`src/rtl/acq_seq_ctrl_if.sv`:
```
// ============================================================================
// Module   : acq_seq_ctrl_if
// Brief    : FIFO-side signal bundle between the acquisition sequencer and the
//            dual ADC capture FIFOs (write window, common pop, empty/full flags).
// Revision : 1.0 - initial release
// ============================================================================
`default_nettype none

interface acq_seq_ctrl_if;
    logic fifo_ef1;
    logic fifo_ef2;
    logic fifo_ff1;
    logic fifo_ff2;
    logic wr_window;
    logic rd_en;

    modport master (
        input  fifo_ef1, fifo_ef2, fifo_ff1, fifo_ff2,
        output wr_window, rd_en
    );

    modport slave (
        output fifo_ef1, fifo_ef2, fifo_ff1, fifo_ff2,
        input  wr_window, rd_en
    );
endinterface

`default_nettype wire

```
`src/rtl/acq_seq_ctrl.sv`:
```
// ============================================================================
// Module   : acq_seq_ctrl
// Brief    : Dual-ADC acquisition sequencer: arm, trigger, capture window,
//            lock-step drain, holdoff. Optional macro ACQ_SINGLE_SHOT_EN.
// Revision : 1.0 - initial release
// ============================================================================
`default_nettype none

module acq_seq_ctrl #(
    parameter int WIN_W    = 12,
    parameter int HOLD_W   = 16,
    parameter int DRAIN_TO = 4096
) (
    input  logic              clk,
    input  logic              rst_n,
    input  logic              i_arm_en,
    input  logic              i_clr,
    input  logic [1:0]        i_trig_sel,
    input  logic              i_trig_int,
    input  logic              i_trig_ext,
    input  logic [WIN_W-1:0]  i_win_len,
    input  logic [HOLD_W-1:0] i_holdoff,
    input  logic [39:0]       i_time_in,
    acq_seq_ctrl_if.master    fifo,
    output logic              o_busy,
    output logic [2:0]        o_state,
    output logic [15:0]       o_evt_cnt,
    output logic [39:0]       o_evt_time,
    output logic [7:0]        o_miss_cnt,
    output logic              o_ovf_flag,
    output logic              o_err_flag
);

    localparam logic [2:0] S_IDLE    = 3'd0;
    localparam logic [2:0] S_ARMED   = 3'd1;
    localparam logic [2:0] S_CAPTURE = 3'd2;
    localparam logic [2:0] S_DRAIN   = 3'd3;
    localparam logic [2:0] S_HOLDOFF = 3'd4;

    localparam int TO_W = $clog2(DRAIN_TO + 1);

    logic [2:0]        r_state;
    logic [2:0]        w_next;
    logic [WIN_W-1:0]  r_win_cnt;
    logic [HOLD_W-1:0] r_hold_cnt;
    logic [TO_W-1:0]   r_to_cnt;
    logic              r_empty_d;
    logic              r_wr_window;
    logic [15:0]       r_evt_cnt;
    logic [39:0]       r_evt_time;
    logic [7:0]        r_miss_cnt;
    logic              r_ovf_flag;
    logic              r_err_flag;
    logic              r_ext_s1;
    logic              r_ext_s2;
    logic              r_ext_s3;
    logic              r_ext_pulse;

    logic              w_trig;
    logic              w_accept;
    logic              w_miss;
    logic              w_both_empty;
    logic              w_one_empty;
    logic              w_to_last;
    logic              w_hold_done;
    logic              w_rearm_ok;
    logic [2:0]        w_hold_exit;
    logic              w_rd_en;

    // External trigger: two-stage synchroniser, edge detect, registered pulse
    always_ff @(posedge clk or negedge rst_n) begin
        if (!rst_n) begin
            r_ext_s1    <= 1'b0;
            r_ext_s2    <= 1'b0;
            r_ext_s3    <= 1'b0;
            r_ext_pulse <= 1'b0;
        end else begin
            r_ext_s1    <= i_trig_ext;
            r_ext_s2    <= r_ext_s1;
            r_ext_s3    <= r_ext_s2;
            r_ext_pulse <= r_ext_s2 & ~r_ext_s3;
        end
    end

    always_comb begin
        w_trig = 1'b0;
        case (i_trig_sel)
            2'b00:   w_trig = i_trig_int;
            2'b01:   w_trig = r_ext_pulse;
            2'b10:   w_trig = i_trig_int | r_ext_pulse;
            default: w_trig = 1'b0;
        endcase
    end

    assign w_both_empty = fifo.fifo_ef1 & fifo.fifo_ef2;
    assign w_one_empty  = fifo.fifo_ef1 ^ fifo.fifo_ef2;
    assign w_to_last    = (r_to_cnt == TO_W'(DRAIN_TO - 1));
    assign w_hold_done  = (r_state == S_HOLDOFF) && (r_hold_cnt == HOLD_W'(1));
    assign w_accept     = (r_state == S_ARMED) && i_arm_en && w_trig;
    // A trigger coinciding with ARMED entry is neither missed nor accepted
    assign w_miss       = w_trig && (r_state != S_ARMED) && (w_next != S_ARMED);

`ifdef ACQ_SINGLE_SHOT_EN
    logic r_rearm_ok;

    always_ff @(posedge clk or negedge rst_n) begin
        if (!rst_n) begin
            r_rearm_ok <= 1'b1;
        end else if (!i_arm_en) begin
            r_rearm_ok <= 1'b1;
        end else if (w_hold_done) begin
            r_rearm_ok <= 1'b0;
        end
    end

    assign w_rearm_ok  = r_rearm_ok;
    assign w_hold_exit = S_IDLE;
`else
    assign w_rearm_ok  = 1'b1;
    assign w_hold_exit = i_arm_en ? S_ARMED : S_IDLE;
`endif

    always_ff @(posedge clk or negedge rst_n) begin
        if (!rst_n) begin
            r_state <= S_IDLE;
        end else begin
            r_state <= w_next;
        end
    end

    always_comb begin
        w_next = r_state;
        case (r_state)
            S_IDLE: begin
                if (i_arm_en && w_rearm_ok) w_next = S_ARMED;
            end
            S_ARMED: begin
                if (!i_arm_en)   w_next = S_IDLE;
                else if (w_trig) w_next = S_CAPTURE;
            end
            S_CAPTURE: begin
                if (r_win_cnt == WIN_W'(1)) w_next = S_DRAIN;
            end
            S_DRAIN: begin
                // Two empty cycles in a row absorb the FIFO flag update latency
                if (w_both_empty && r_empty_d)     w_next = S_HOLDOFF;
                else if (w_one_empty && w_to_last) w_next = S_HOLDOFF;
            end
            S_HOLDOFF: begin
                if (w_hold_done) w_next = w_hold_exit;
            end
            default: w_next = S_IDLE;
        endcase
    end

    always_comb begin
        o_state = r_state;
        o_busy  = (r_state != S_IDLE) && (r_state != S_ARMED);
        w_rd_en = ((r_state == S_CAPTURE) || (r_state == S_DRAIN))
                  && !fifo.fifo_ef1 && !fifo.fifo_ef2;
    end

    always_ff @(posedge clk or negedge rst_n) begin
        if (!rst_n) begin
            r_win_cnt   <= '0;
            r_hold_cnt  <= '0;
            r_to_cnt    <= '0;
            r_empty_d   <= 1'b0;
            r_wr_window <= 1'b0;
            r_evt_cnt   <= '0;
            r_evt_time  <= '0;
            r_miss_cnt  <= '0;
            r_ovf_flag  <= 1'b0;
            r_err_flag  <= 1'b0;
        end else begin
            r_wr_window <= (w_next == S_CAPTURE);
            r_empty_d   <= (r_state == S_DRAIN) && w_both_empty;

            if (w_accept) begin
                r_win_cnt  <= (i_win_len == '0) ? WIN_W'(1) : i_win_len;
                r_evt_time <= i_time_in;
            end else if (r_state == S_CAPTURE) begin
                r_win_cnt <= r_win_cnt - WIN_W'(1);
            end

            if ((r_state == S_DRAIN) && w_one_empty) begin
                r_to_cnt <= r_to_cnt + TO_W'(1);
            end else begin
                r_to_cnt <= '0;
            end

            if ((r_state == S_DRAIN) && (w_next == S_HOLDOFF)) begin
                r_hold_cnt <= (i_holdoff == '0) ? HOLD_W'(1) : i_holdoff;
            end else if (r_state == S_HOLDOFF) begin
                r_hold_cnt <= r_hold_cnt - HOLD_W'(1);
            end

            // Clear wins over history but not over an event in the same cycle
            if (i_clr) begin
                r_evt_cnt <= {15'd0, w_accept};
            end else if (w_accept) begin
                r_evt_cnt <= r_evt_cnt + 16'd1;
            end

            if (i_clr) begin
                r_miss_cnt <= {7'd0, w_miss};
            end else if (w_miss && (r_miss_cnt != 8'hFF)) begin
                r_miss_cnt <= r_miss_cnt + 8'd1;
            end

            r_ovf_flag <= (r_ovf_flag & ~i_clr)
                          | ((r_state == S_CAPTURE) && (fifo.fifo_ff1 || fifo.fifo_ff2));
            r_err_flag <= (r_err_flag & ~i_clr)
                          | ((r_state == S_DRAIN) && w_one_empty && w_to_last);
        end
    end

    assign fifo.wr_window = r_wr_window;
    assign fifo.rd_en     = w_rd_en;
    assign o_evt_cnt      = r_evt_cnt;
    assign o_evt_time     = r_evt_time;
    assign o_miss_cnt     = r_miss_cnt;
    assign o_ovf_flag     = r_ovf_flag;
    assign o_err_flag     = r_err_flag;

endmodule

`default_nettype wire

```
`src/flat_wrapper.sv`:
```
// flat-port wrapper written by rule: the top's interface ports become plain ports
module acq_seq_ctrl_flat 
#(
    parameter int WIN_W    = 12,
    parameter int HOLD_W   = 16,
    parameter int DRAIN_TO = 4096
)
  (clk, rst_n, i_arm_en, i_clr, i_trig_sel, i_trig_int, i_trig_ext, i_win_len, i_holdoff, i_time_in, o_busy, o_state, o_evt_cnt, o_evt_time, o_miss_cnt, o_ovf_flag, o_err_flag, fifo_fifo_ef1, fifo_fifo_ef2, fifo_fifo_ff1, fifo_fifo_ff2, fifo_wr_window, fifo_rd_en);
  acq_seq_ctrl_if fifo_i ();
  input  logic clk;
  input  logic rst_n;
  input  logic i_arm_en;
  input  logic i_clr;
  input  logic [1:0] i_trig_sel;
  input  logic i_trig_int;
  input  logic i_trig_ext;
  input  logic [WIN_W-1:0] i_win_len;
  input  logic [HOLD_W-1:0] i_holdoff;
  input  logic [39:0] i_time_in;
  output logic o_busy;
  output logic [2:0] o_state;
  output logic [15:0] o_evt_cnt;
  output logic [39:0] o_evt_time;
  output logic [7:0] o_miss_cnt;
  output logic o_ovf_flag;
  output logic o_err_flag;
  input wire logic [$bits(fifo_i.fifo_ef1)-1:0] fifo_fifo_ef1;
  input wire logic [$bits(fifo_i.fifo_ef2)-1:0] fifo_fifo_ef2;
  input wire logic [$bits(fifo_i.fifo_ff1)-1:0] fifo_fifo_ff1;
  input wire logic [$bits(fifo_i.fifo_ff2)-1:0] fifo_fifo_ff2;
  output wire logic [$bits(fifo_i.wr_window)-1:0] fifo_wr_window;
  output wire logic [$bits(fifo_i.rd_en)-1:0] fifo_rd_en;
  assign fifo_i.fifo_ef1 = fifo_fifo_ef1;
  assign fifo_i.fifo_ef2 = fifo_fifo_ef2;
  assign fifo_i.fifo_ff1 = fifo_fifo_ff1;
  assign fifo_i.fifo_ff2 = fifo_fifo_ff2;
  assign fifo_wr_window = fifo_i.wr_window;
  assign fifo_rd_en = fifo_i.rd_en;
  acq_seq_ctrl #(.WIN_W(WIN_W), .HOLD_W(HOLD_W), .DRAIN_TO(DRAIN_TO)) u_core (.clk(clk), .rst_n(rst_n), .i_arm_en(i_arm_en), .i_clr(i_clr), .i_trig_sel(i_trig_sel), .i_trig_int(i_trig_int), .i_trig_ext(i_trig_ext), .i_win_len(i_win_len), .i_holdoff(i_holdoff), .i_time_in(i_time_in), .fifo(fifo_i), .o_busy(o_busy), .o_state(o_state), .o_evt_cnt(o_evt_cnt), .o_evt_time(o_evt_time), .o_miss_cnt(o_miss_cnt), .o_ovf_flag(o_ovf_flag), .o_err_flag(o_err_flag));
endmodule
```
`config.mk`:
```
export PLATFORM = sky130hd
export DESIGN_NAME = acq_seq_ctrl_flat
export DESIGN_NICKNAME = d
export VERILOG_FILES = /design/src/rtl/acq_seq_ctrl_if.sv /design/src/rtl/acq_seq_ctrl.sv /design/src/flat_wrapper.sv
export SDC_FILE = /design/constraint.sdc
export NUM_CORES = 1
export LEC_CHECK = 0
export BUFFER_PORTS_ARGS = -buffer_cell sky130_fd_sc_hd__buf_4
export CORE_MARGIN = 2
export CORE_UTILIZATION = 35
export CTS_CLUSTER_SIZE = 30
export DETAILED_ROUTE_END_ITERATION = 10
export GPL_TIMING_DRIVEN = 0
export SYNTH_ARGS = -nofsm -noshare
export SYNTH_HDL_FRONTEND = slang
export SYNTH_SLANG_ARGS = --single-unit
```
`constraint.sdc`:
```
create_clock -name clk -period 2.4 [get_ports clk]
set_clock_uncertainty 0.05 [all_clocks]
set_input_delay 0.24 -clock clk [delete_from_list [all_inputs] [get_ports clk]]
set_output_delay 0.24 -clock clk [all_outputs]
set_load 0.02 [all_outputs]
```
---- Word-level counts from Yosys, hierarchy flattened ----
Cells that the tools add are included.
word-level totals
  flip-flop bits (word level) ............. 116
  bits of input ports ..................... 80
operators by class
  add/subtract/negate cells ............... 5
  equal/unequal tests ..................... 14
  mux-type cells .......................... 21
  bitwise gates (word level) .............. 10
  reduce and logical (&&, ||, !) cells .... 29
operators by type and width
  kind                                                   number
  2-to-1 mux 16 bit                                      5
  2-to-1 mux 12 bit                                      3
  2-to-1 mux 3 bit                                       7
  adder 16 x 1 -> 16 bit, second input constant          1
  == test 16 x 1 -> 1 bit, second input constant         1
  logical AND 1 bit                                      16
  logical NOT 16 bit                                     1
  2-to-1 mux 8 bit                                       2
  subtractor 16 x 1 -> 16 bit, second input constant     1
  one-hot mux 3 bit (5 select lines)                     1
  adder 13 x 1 -> 13 bit, second input constant          1
  == test 13 x 12 -> 1 bit, second input constant        1
  2-to-1 mux 13 bit                                      1
  == test 12 x 1 -> 1 bit, second input constant         1
  logical NOT 12 bit                                     1
  subtractor 12 x 1 -> 12 bit, second input constant     1
  == test 3 x 2 -> 1 bit, second input constant          3
  adder 8 x 1 -> 8 bit, second input constant            1
  inequality test 8 bit, second input constant           1
  nonzero test 2 bit                                     4
  == test 3 bit, second input constant                   2
  inequality test 3 x 1 -> 1 bit, second input constant  2
  bitwise AND 1 bit                                      4
  == test 3 x 1 -> 1 bit, second input constant          1
  other kinds (12)                                       17

---- Longest topological paths before layout ----
Gate-level depths: netlist of run 1.
  depth in word-level cells ............... 10
  mapped depth ............................ 9
  depth with buffers taken out ............ 8

---- Least setup slack after synthesis of run 1 ----
No wires, ideal clock.
  kind .................................... flip-flop to flip-flop
  start ................................... reg u_core.r_state[1] (netlist: u_core.o_state[1])
  end ..................................... reg u_core.r_miss_cnt[4] (netlist: u_core.o_miss_cnt[4])
  library setup time ...................... 0.078 ns
  arrival ................................. 2.017 ns
  data required time ...................... 2.272 ns
  path slack .............................. 0.255 ns
  cell stages (with the launch flop) ...... 8
  cells stage by stage .................... dfrtp_1 -> buf_2 -> or3b_1 -> a41o_1 -> o21ai_2 -> o21ba_4 -> or4_1 -> a21oi_1
on the way
  word-level cells in the longest chain between the ends .. 8
  elaborated cells on any way between the ends .. 20
ends and longest elaborated chain
  item                                line                                     text
  start, declared                     acq_seq_ctrl.sv:42                       logic [2:0] r_state;
  start signal, assigned              acq_seq_ctrl.sv:127                      r_state <= w_next;
  == test 3 bit                       acq_seq_ctrl.sv:98, acq_seq_ctrl.sv:133
  logical AND 1 bit                   acq_seq_ctrl.sv:98                       assign w_hold_done = (r_state == S_HOLDOFF) && (r_hold_cnt == HOLD_W'(1));
  2-to-1 mux 3 bit                    acq_seq_ctrl.sv:150                      if (w_hold_done) w_next = w_hold_exit;
  one-hot mux 3 bit (5 select lines)  acq_seq_ctrl.sv:133                      case (r_state)
  inequality test 3 x 1 -> 1 bit      acq_seq_ctrl.sv:101                      assign w_miss = w_trig && (r_state != S_ARMED) && (w_next != S_ARMED);
  logical AND 1 bit (*)               acq_seq_ctrl.sv:101
  logical AND 1 bit (*)               acq_seq_ctrl.sv:207                      end else if (w_miss && (r_miss_cnt != 8'hFF)) begin
  nonzero test 2 bit (no line) (*)    n/a
  end signal, assigned                acq_seq_ctrl.sv:206                      r_miss_cnt <= {7'd0, w_miss};
  end signal, assigned                acq_seq_ctrl.sv:208                      r_miss_cnt <= r_miss_cnt + 8'd1;
  end, declared                       acq_seq_ctrl.sv:51                       logic [7:0] r_miss_cnt;
Mark *: on every way between the ends. The rest lies on a longest branch, timed or not.
A chain may end at the register's enable or synchronous reset.

---- Worst setup path after layout of run 1 ----
  start ................................... reg u_core.r_state[2] (netlist: u_core.o_state[2])
  end ..................................... reg u_core.r_miss_cnt[3] (netlist: u_core.o_miss_cnt[3])
The elaborated chain is that of the path after synthesis.

==> run_results.csv, run 1 <==
group,metric,value,unit
status,status,"finished, final reports clean",
logic_synthesis,ys_top_cells_by_count,"nand2_1 (159), dfrtp_1 (116), nor2_1 (51)",
floorplan,fp.dieH,130,um
sta,final_max_slew_viol_count,0,
floorplan,die_area,16800,um^2
placed_design,io_buffer_count,151,
routing,drc,0,
global_routing,grt_antenna_before_repair,0,
floorplan,core,15300,um^2
logic_synthesis,synth_edf_count,0,
routing,wl_per_cell,14.7,um
min_path,hp-class,"in -> reg",
logic_synthesis,synth_cell_types,56,
worst_setup_path,cp.arrival,2.53,ns
logic_synthesis,ys_top_cells_by_area,"dfrtp_1 (53%), nand2_1 (11%), xnor2_1 (3.6%)",
routing,ant_nets,0,
logic_synthesis,yosysWarnings,0,
clock_tree,cts.root.buffer_cell,"clkbuf_16",
layout,area_growth,47.5,%
floorplan,initial_utilization,36.0,%
clock_tree,path_clk_slew,0.06,ns
worst_setup_path,required,2.68,ns
global_routing,grt_first_pass_wirelength,25000,um
clock_tree,h-tree-depth,4,
logic_synthesis,syn_inst,597,
global_routing,grt_max_degree,98,
global_routing,overflow,0,
clock_tree,insertion_delay,0.41,ns
power_and_ir_drop,power.density,969,nW/um^2
power_and_ir_drop,vdd_drop_max,0.000716,V
layout,drive_above_1_share,26.7,%
sta,hold_violations,0,
routing,first_pass_iters,4,
floorplan,row_count,45,
logic_synthesis,ys_seq_area_share,52.6,%
layout,stdcell_count,1043,
logic_synthesis,ys_ff_latch,116,
logic_synthesis,synth_area_leader_cell,"dfrtp_1",
routing,wl,15400,um
logic_synthesis,synthArstFlopShare,100,%
global_routing,track_usage,18.8,%
global_routing,grt_pass1_vias,5103,
sta,max_slew_margin,60.5,%
sta,period_needed,2.26,ns
routing,num_vias,5163,
sta,timing.final.crit_share,94.0,%
job,drv_cap,0,
logic_synthesis,synth.most_common_cell,"nand2_1",
sta,fin_ws,0.143,ns
sta,fmax,0.443,GHz
logic_synthesis,synth.avg_cell_area,9.25,um^2
sta,setup_viol,0,
worst_setup_path,critPathCaptureType,"register",
logic_synthesis,ys.flop_type,"dfrtp_1",
clock_tree,cts_tree,"yes",
placed_design,placedCellCount,960,
sta,rsz0062_at_grt,"false",
floorplan,die_width,130,um
logic_synthesis,yosysTopAreaCellShare,52.6,%
worst_setup_path,crit_type,"reg -> reg",
placed_design,gp_congestion,0.831,
logic_synthesis,syn_nets,685,
worst_setup_path,crit_fanout,10,
worst_setup_path,startpoint_type,"register",
sta,worstMarginPinSlew,0.593,ns
floorplan,io_pins,152,
layout,n_antenna_cell,0,
clock_tree,clock_sinks,116,
clock_tree,cts-buffers-inserted,17,
clock_tree,cts_max_path_buffers,2,
routing,vias_per_cell,4.95,
layout,nets,907,
routing,drtIter0Drc,235,
placed_design,place_hpwl,10500,um
logic_synthesis,netlist_area,5520,um^2
placed_design,pre_cts_ws,-0.168,ns
power_and_ir_drop,leakagePower,0.00376,uW
==> worst max-delay path: stages (launching register included) <==
cell     delay [ns]
dfrtp_1        0.39
buf_6          0.17
or3b_4         0.40
a41o_1         0.27
o21ai_2        0.08
o21ba_4        0.19
or4_1          0.48
a21oi_1        0.15
==> layer usage <==
metal | share of wire [%] | global-route usage [%] | wire (um) | up-vias
met3 | 6.3 | 6.11 | 962 | 16
met5 | 0 | 0 | 0 | -
met4 | 1.0 | 5.38 | 154 | 0
met2 | 48 | 30.2 | 7350 | 161
li1 | - | - | - | 2483
met1 | 45 | 24.5 | 6900 | 2503
==> path summary, 6_finish.rpt <==
check | start | endpoint | slack (ns) | cells after the start
setup / recovery | u_core.o_state[2] | u_core.o_miss_cnt[3] | 0.14 | 7
hold / removal | fifo_fifo_ff1 | u_core.o_ovf_flag | 0.02 | 3
setup reg to reg | u_core.o_state[2] | u_core.o_miss_cnt[3] | 0.14 | 7
hold reg to reg | u_core.r_ext_s2 | u_core.r_ext_s3 | 0.32 | 0
max in group asynchronous | rst_n | u_core.o_evt_cnt[9] | 1.34 | 3
min in group asynchronous | rst_n | u_core.r_to_cnt[6] | 0.19 | 2
==> placed cells by master (no fill, tap or decap), drive strengths merged, types with 17 or more instances in the layout <==
cell         count
nand2          159
xnor2           23
nor3            19
buf            163
dlygate4sd3     48
xor2            17
dfrtp          116
nor2            51
o21ai           21
a21oi           26
clkbuf          33
==> area by class of cell <==
type	instances	area (um^2)
plain buffers	21	96.3
clock buffers	18	439
clock inverters	14	175
fillers	1375	7170
inverters	12	45.0
multi-input cells	446	2540
flip-flops and latches	116	2900
well taps	211	264
repair buffers	205	1680
==> power by group <==
| part | switching [uW] | internal (uW) | total, uW |
|---|---|---|---|
| registers | 395 | 2460 | 2860 |
| logic | 1340 | 1070 | 2420 |
| clock network | 952 | 1670 | 2620 |
==> through the flow <==
step	hold WS, ns	TNS (ns)	total power (uW)	utilization [%]	cell area [um^2]
finish	0.0155	0	7890	53.2	8140
global route	0.0294	0	8340	53.2	8140
CTS	0.00800	0	7900	52.7	8070
detailed placement	0.0539	-3.58	5170	45.4	6950
global placement	0.304	-3.58	5110	45.2	6920
floorplan	-0.106	0	4110	-	5520
==> logic make-up after synthesis <==
logic type,after synthesis,synth area share [%]
multiplexers,4,0.793
XOR/XNOR,40,6.35
flip-flops,116,52.6
buffers and inverters,35,2.63
AO/OA/AOI/OAI,76,8.89
AND/OR/NAND/NOR,318,26.9
adder cells (fa/ha/maj),8,1.81
==> state kept, by name, indices dropped and copies added (netlist names), 3 cells and up <==
register and cells:
u_core.o_evt_cnt 16, u_core.o_miss_cnt 8, u_core.r_to_cnt 13, u_core.r_hold_cnt 16, u_core.o_evt_time 40, u_core.r_win_cnt 12, u_core.o_state 3
==> timing repair <==
action / in CTS / in global routing
endpoints found under the setup margin: 46 / 47
setup buffers: 1 / 4
endpoints found under the hold margin: 66 / 0
hold buffers: 48 / 0
gates resized for setup: 6 / 11
pin swaps: 2 / 2
Note: power is estimated with default switching activity, not from simulation.
==> inputs of run 2 (changes only) <==
Settings changed: CORE_MARGIN 2 to unset, PLACE_DENSITY set to 0.62.
==> run_results.csv, run 2 (synthesized netlist as in run 1, its figures left out) <==
group,metric,value,unit
status,status,"finished, final reports clean",
routing,wl_per_cell,14.7,um
clock_tree,path_clk_slew,0.05,ns
sta,worstMarginPinSlew,0.636,ns
power_and_ir_drop,switchingPower,2690,uW
layout,stdcell_count,1046,
power_and_ir_drop,combPwrFrac,30.1,%
clock_tree,h-tree-depth,4,
global_routing,overflow,0,
worst_setup_path,required,2.68,ns
power_and_ir_drop,power_frac_clock,34.9,%
clock_tree,cts.root.buffer_cell,"clkbuf_16",
sta,period_needed,2.29,ns
global_routing,grt_first_pass_wirelength,25200,um
worst_setup_path,crit_type,"reg -> reg",
floorplan,die_width,128,um
worst_setup_path,cp.arrival,2.57,ns
layout,area_growth,49.1,%
worst_setup_path,startpoint_type,"register",
clock_tree,cts_tree,"yes",
global_routing,grt_antenna_before_repair,0,
layout,layout_common_cells,"nand2_1 (159), buf_4 (157), dfrtp_1 (116)",
floorplan,die_area,16300,um^2
clock_tree,clock_sinks,116,
routing,num_vias,5154,
worst_setup_path,crit_fanout,10,
power_and_ir_drop,p_total,8160,uW
routing,drtIter0Drc,300,
floorplan,io_pins,152,
clock_tree,cts_max_path_buffers,2,
routing,wl,15400,um
min_path,hp-class,"in -> reg",
sta,final_max_slew_viol_count,0,
placed_design,placedCellCount,960,
floorplan,core,15300,um^2
sta,fmax,0.436,GHz
worst_setup_path,path_cells,"buf_2, or3b_1, a41o_1, o21ai_2, o21ba_4, or4_1, a21oi_2",
routing,drc,0,
clock_tree,insertion_delay,0.41,ns
layout,largest_register_ffs,40,
sta,rsz0062_at_grt,"false",
power_and_ir_drop,internal_power,5480,uW
sta,setup_viol,0,
global_routing,grt_pass1_vias,5137,
routing,vias_per_cell,4.93,
floorplan,initial_utilization,36.0,%
global_routing,grt_max_degree,72,
sta,fin_ws,0.106,ns
sta,hold_violations,0,
power_and_ir_drop,p_seq_share,35.0,%
routing,ant_nets,0,
worst_setup_path,critPathCaptureType,"register",
placed_design,place_hpwl,10500,um
sta,timing.final.crit_share,95.6,%
power_and_ir_drop,power.density,992,nW/um^2
sta,fin_tns_setup,0,ns
power_and_ir_drop,power_switching_share,32.9,%
floorplan,fp.dieH,128,um
sta,hold_ws,0.0230,ns
routing,first_pass_iters,4,
floorplan,row_count,45,
layout,nets,910,
placed_design,pre_cts_ws,-0.182,ns
layout,drive_above_1_share,27.3,%
worst_setup_path,slowest_stage,"or4_1",
placed_design,io_buffer_count,151,
layout,final_common_cell,"nand2_1",
sta,max_slew_margin,57.6,%
worst_setup_path,slowest_delay,0.49,ns
placed_design,gp_congestion,0.825,
clock_tree,cts-buffers-inserted,17,
power_and_ir_drop,vdd_drop_max,0.000635,V
job,drv_cap,0,
global_routing,track_usage,19.7,%
power_and_ir_drop,leakagePower,0.00380,uW
layout,n_antenna_cell,0,
-- run 2: path summary, 6_finish.rpt --
kind / cells after the start / end / start / slack, ns
worst min-delay path: 3 / u_core.r_win_cnt[7] / i_win_len[7] / 0.02
min in group asynchronous: 2 / u_core.r_to_cnt[7] / rst_n / 0.29
worst max-delay path: 7 / u_core.o_miss_cnt[3] / u_core.o_state[1] / 0.11
worst max register to register: 7 / u_core.o_miss_cnt[3] / u_core.o_state[1] / 0.11
max in group asynchronous: 3 / u_core.r_win_cnt[11] / rst_n / 1.30
worst min register to register: 0 / u_core.r_ext_s2 / u_core.r_ext_s1 / 0.31
-- run 2: layout make-up --
| type | count | area [um^2] |
|---|---|---|
| fill | 1377 | 7080 |
| sequential | 116 | 2900 |
| multi-input combinational | 446 | 2550 |
| timing repair buffer | 207 | 1700 |
| clock buffer | 20 | 467 |
| tap | 211 | 264 |
| clock inverter | 12 | 200 |
| buffer | 22 | 104 |
| inverter | 12 | 45.0 |
-- run 2: what timing repair did --
action,4_1_cts,5_1_grt
setup endpoints to repair,39,47
hold buffers,48,0
resized for setup,6,19
setup buffers,1,6
pin swaps,2,2
hold endpoints to repair,92,0
-- run 2: power by group through the flow --
stage          sequential, uW  clock (uW)  combinational (uW)
6_report                 2860        2850                2460
5_1_grt                  2920        3010                2690
4_1_cts                  2840        2920                2400
3_5_place_dp             2850           0                2310
3_3_place_gp             2840           0                2250
2_1_floorplan            3230           0                 885
-- run 2: per-stage QoR --
stage | cell area [um^2] | util [%]
finish | 8230 | 53.7
global route | 8230 | 53.7
CTS | 8140 | 53.1
detailed placement | 6950 | 45.4
global placement | 6920 | 45.2
floorplan | 5520 | -
-- run 2: worst max-delay path: cells and delay by family, from the launching register on --
kind                   cells  cell delay (ns)
AO/OA/AOI/OAI              4             0.69
buffers and inverters      1             0.19
flip-flops                 1             0.38
AND/OR/NAND/NOR            2             0.89
-- run 2: layer usage --
layer | up-vias | GRT usage, % | share of wire (%)
met5 | - | 0 | 0
met4 | 0 | 5.74 | 1.4
met3 | 21 | 6.07 | 5.8
met2 | 157 | 32.3 | 48
met1 | 2479 | 24.9 | 45
li1 | 2497 | - | -
==> inputs of run 3 (changes only) <==
Settings changed: BUFFER_PORTS_ARGS -buffer_cell sky130_fd_sc_hd__buf_4 to -buffer_cell sky130_fd_sc_hd__buf_2.
==> run_results.csv, run 3 (synthesized netlist as in run 1, its figures left out) <==
group,metric,value,unit
worst_setup_path,r2r_cells,7,
routing,first_pass_iters,5,
worst_setup_path,r2r_slack,0.12,ns
worst_setup_path,slowest_stage,"or3b_1",
clock_tree,insertion_delay,0.41,ns
layout,multi_input_area,2550,um^2
global_routing,track_usage,18.4,%
sta,hold_ws,0.0110,ns
layout,fill_cells,1442,
clock_tree,cts.root.buffer_cell,"clkbuf_16",
clock_tree,cts_max_path_buffers,2,
layout,area_growth,40.8,%
min_path,worstHoldStart,"i_win_len[6]",
sta,max_slew_margin,62.8,%
routing,num_vias,4994,
worst_setup_path,path_cells,"buf_2, or3b_1, a41o_1, o21ai_2, o21ba_4, nor3_1, mux2_2",
layout,n_antenna_cell,0,
floorplan,row_count,45,
job,drv_cap,0,
routing,ant_nets,0,
placed_design,gp_congestion,0.781,
clock_tree,clock_sinks,116,
worst_setup_path,critPathCaptureType,"register",
clock_tree,cts-buffers-inserted,17,
global_routing,overflow,0,
min_path,hp-class,"in -> reg",
placed_design,pre_cts_ws,-0.211,ns
sta,timing.final.crit_share,94.9,%
global_routing,grt_antenna_before_repair,0,
floorplan,die_area,16300,um^2
worst_setup_path,crit_type,"reg -> reg",
placed_design,io_buffer_count,151,
sta,worstMarginPinSlew,0.559,ns
layout,largest_register_ffs,40,
routing,wl,14400,um
global_routing,grt_pass1_vias,4705,
clock_tree,h-tree-depth,4,
worst_setup_path,slowest_delay,0.40,ns
floorplan,die_width,128,um
global_routing,grt_first_pass_wirelength,23300,um
worst_setup_path,r2r-start,"u_core.o_state[1]",
sta,rsz0062_at_grt,"true",
floorplan,core,15300,um^2
layout,final_area,7770,um^2
layout,regArea,2900,um^2
power_and_ir_drop,power.density,991,nW/um^2
placed_design,place_hpwl,9700,um
floorplan,fp.dieH,128,um
clock_tree,cts_tree,"yes",
routing,drtIter0Drc,258,
sta,setup_viol,0,
worst_setup_path,crit_start,"u_core.o_state[1]",
power_and_ir_drop,leakagePower,0.00369,uW
layout,drive_above_1_share,26.8,%
sta,hold_violations,0,
worst_setup_path,startpoint_type,"register",
layout,stdcell_count,1038,
sta,fmax,0.439,GHz
worst_setup_path,required,2.64,ns
worst_setup_path,reg2reg_to,"u_core.o_miss_cnt[5]",
worst_setup_path,crit_end,"u_core.o_miss_cnt[5]",
sta,final_max_slew_viol_count,0,
sta,period_needed,2.28,ns
worst_setup_path,cp.arrival,2.52,ns
global_routing,grt_max_degree,76,
routing,drc,0,
status,status,"finished, final reports clean",
sta,fin_ws,0.123,ns
routing,wl_per_cell,13.9,um
worst_setup_path,crit_fanout,10,
floorplan,io_pins,152,
layout,final_common_cell,"nand2_1",
placed_design,placedCellCount,960,
routing,vias_per_cell,4.81,
floorplan,initial_utilization,36.0,%
placed_design,dpl_cell_area,6570,um^2
clock_tree,path_clk_slew,0.06,ns
layout,nets,904,
layout,layout_common_cells,"nand2_1 (158), buf_2 (154), dfrtp_1 (116)",
power_and_ir_drop,vdd_drop_max,0.000671,V
-- run 3: timing repair --
item / CTS / global route
endpoints found under the setup margin: 48 / 53
setup buffers: 0 / 5
hold buffers: 45 / 0
hold endpoints to repair: 85 / 0
gates cloned: 0 / 0
pin swaps: 0 / 1
gates resized for setup: 6 / 19
-- run 3: worst min-delay path by stage --
stage | endpoint | slack, ns | depth (start not counted)
final | u_core.r_win_cnt[6] | 0.01 | 3
after global routing | u_core.r_win_cnt[7] | 0.02 | 3
after CTS | u_core.r_win_cnt[6] | 0.002 | 3
after detailed placement | u_core.r_empty_d | 0.14 | 1
after global placement | u_core.r_ext_s2 | 0.29 | 0
after floorplan | u_core.fifo.wr_window | -0.11 | 0
-- run 3: layer usage --
metal	track usage [%]	vias to the layer above	part of all wire, %
met5	0	-	0
met4	6.51	0	1.2
met3	4.82	13	6.2
met2	28.6	166	45
met1	24.8	2338	47
li1	-	2477	-
-- run 3: report_power, final --
group | switching [uW] | internal (uW) | total (uW)
registers | 381 | 2460 | 2840
logic | 1330 | 838 | 2170
clock network | 859 | 1830 | 2690
-- run 3: area by class of cell --
cell class,instances,area share (%)
Buffer,21,1.32
Timing Repair Buffer,202,16.4
Clock buffer,21,6.18
Tap cell,211,3.40
Multi-Input combinational cell,446,32.8
Sequential cell,116,37.4
Inverter,12,0.580
Clock inverter,9,1.95
-- run 3: stage by stage --
stage / utilization (%) / setup TNS (ns) / power (uW)
4_1_cts: 50.2 / -0.0700 / 7690
2_1_floorplan: - / 0 / 4110
3_5_place_dp: 42.9 / -3.10 / 4890
6_report: 50.7 / 0 / 7700
3_3_place_gp: 42.7 / -62.19 / 4850
5_1_grt: 50.7 / -0.0112 / 8140
-- run 3: worst max-delay path, delay by kind of cell, from the launching register on --
family | cells | cell delay (ns)
muxes | 1 | 0.36
and+or+nand+nor | 2 | 0.63
buffers and inverters | 1 | 0.20
DFF | 1 | 0.39
AOI/OAI and AO/OA | 3 | 0.54
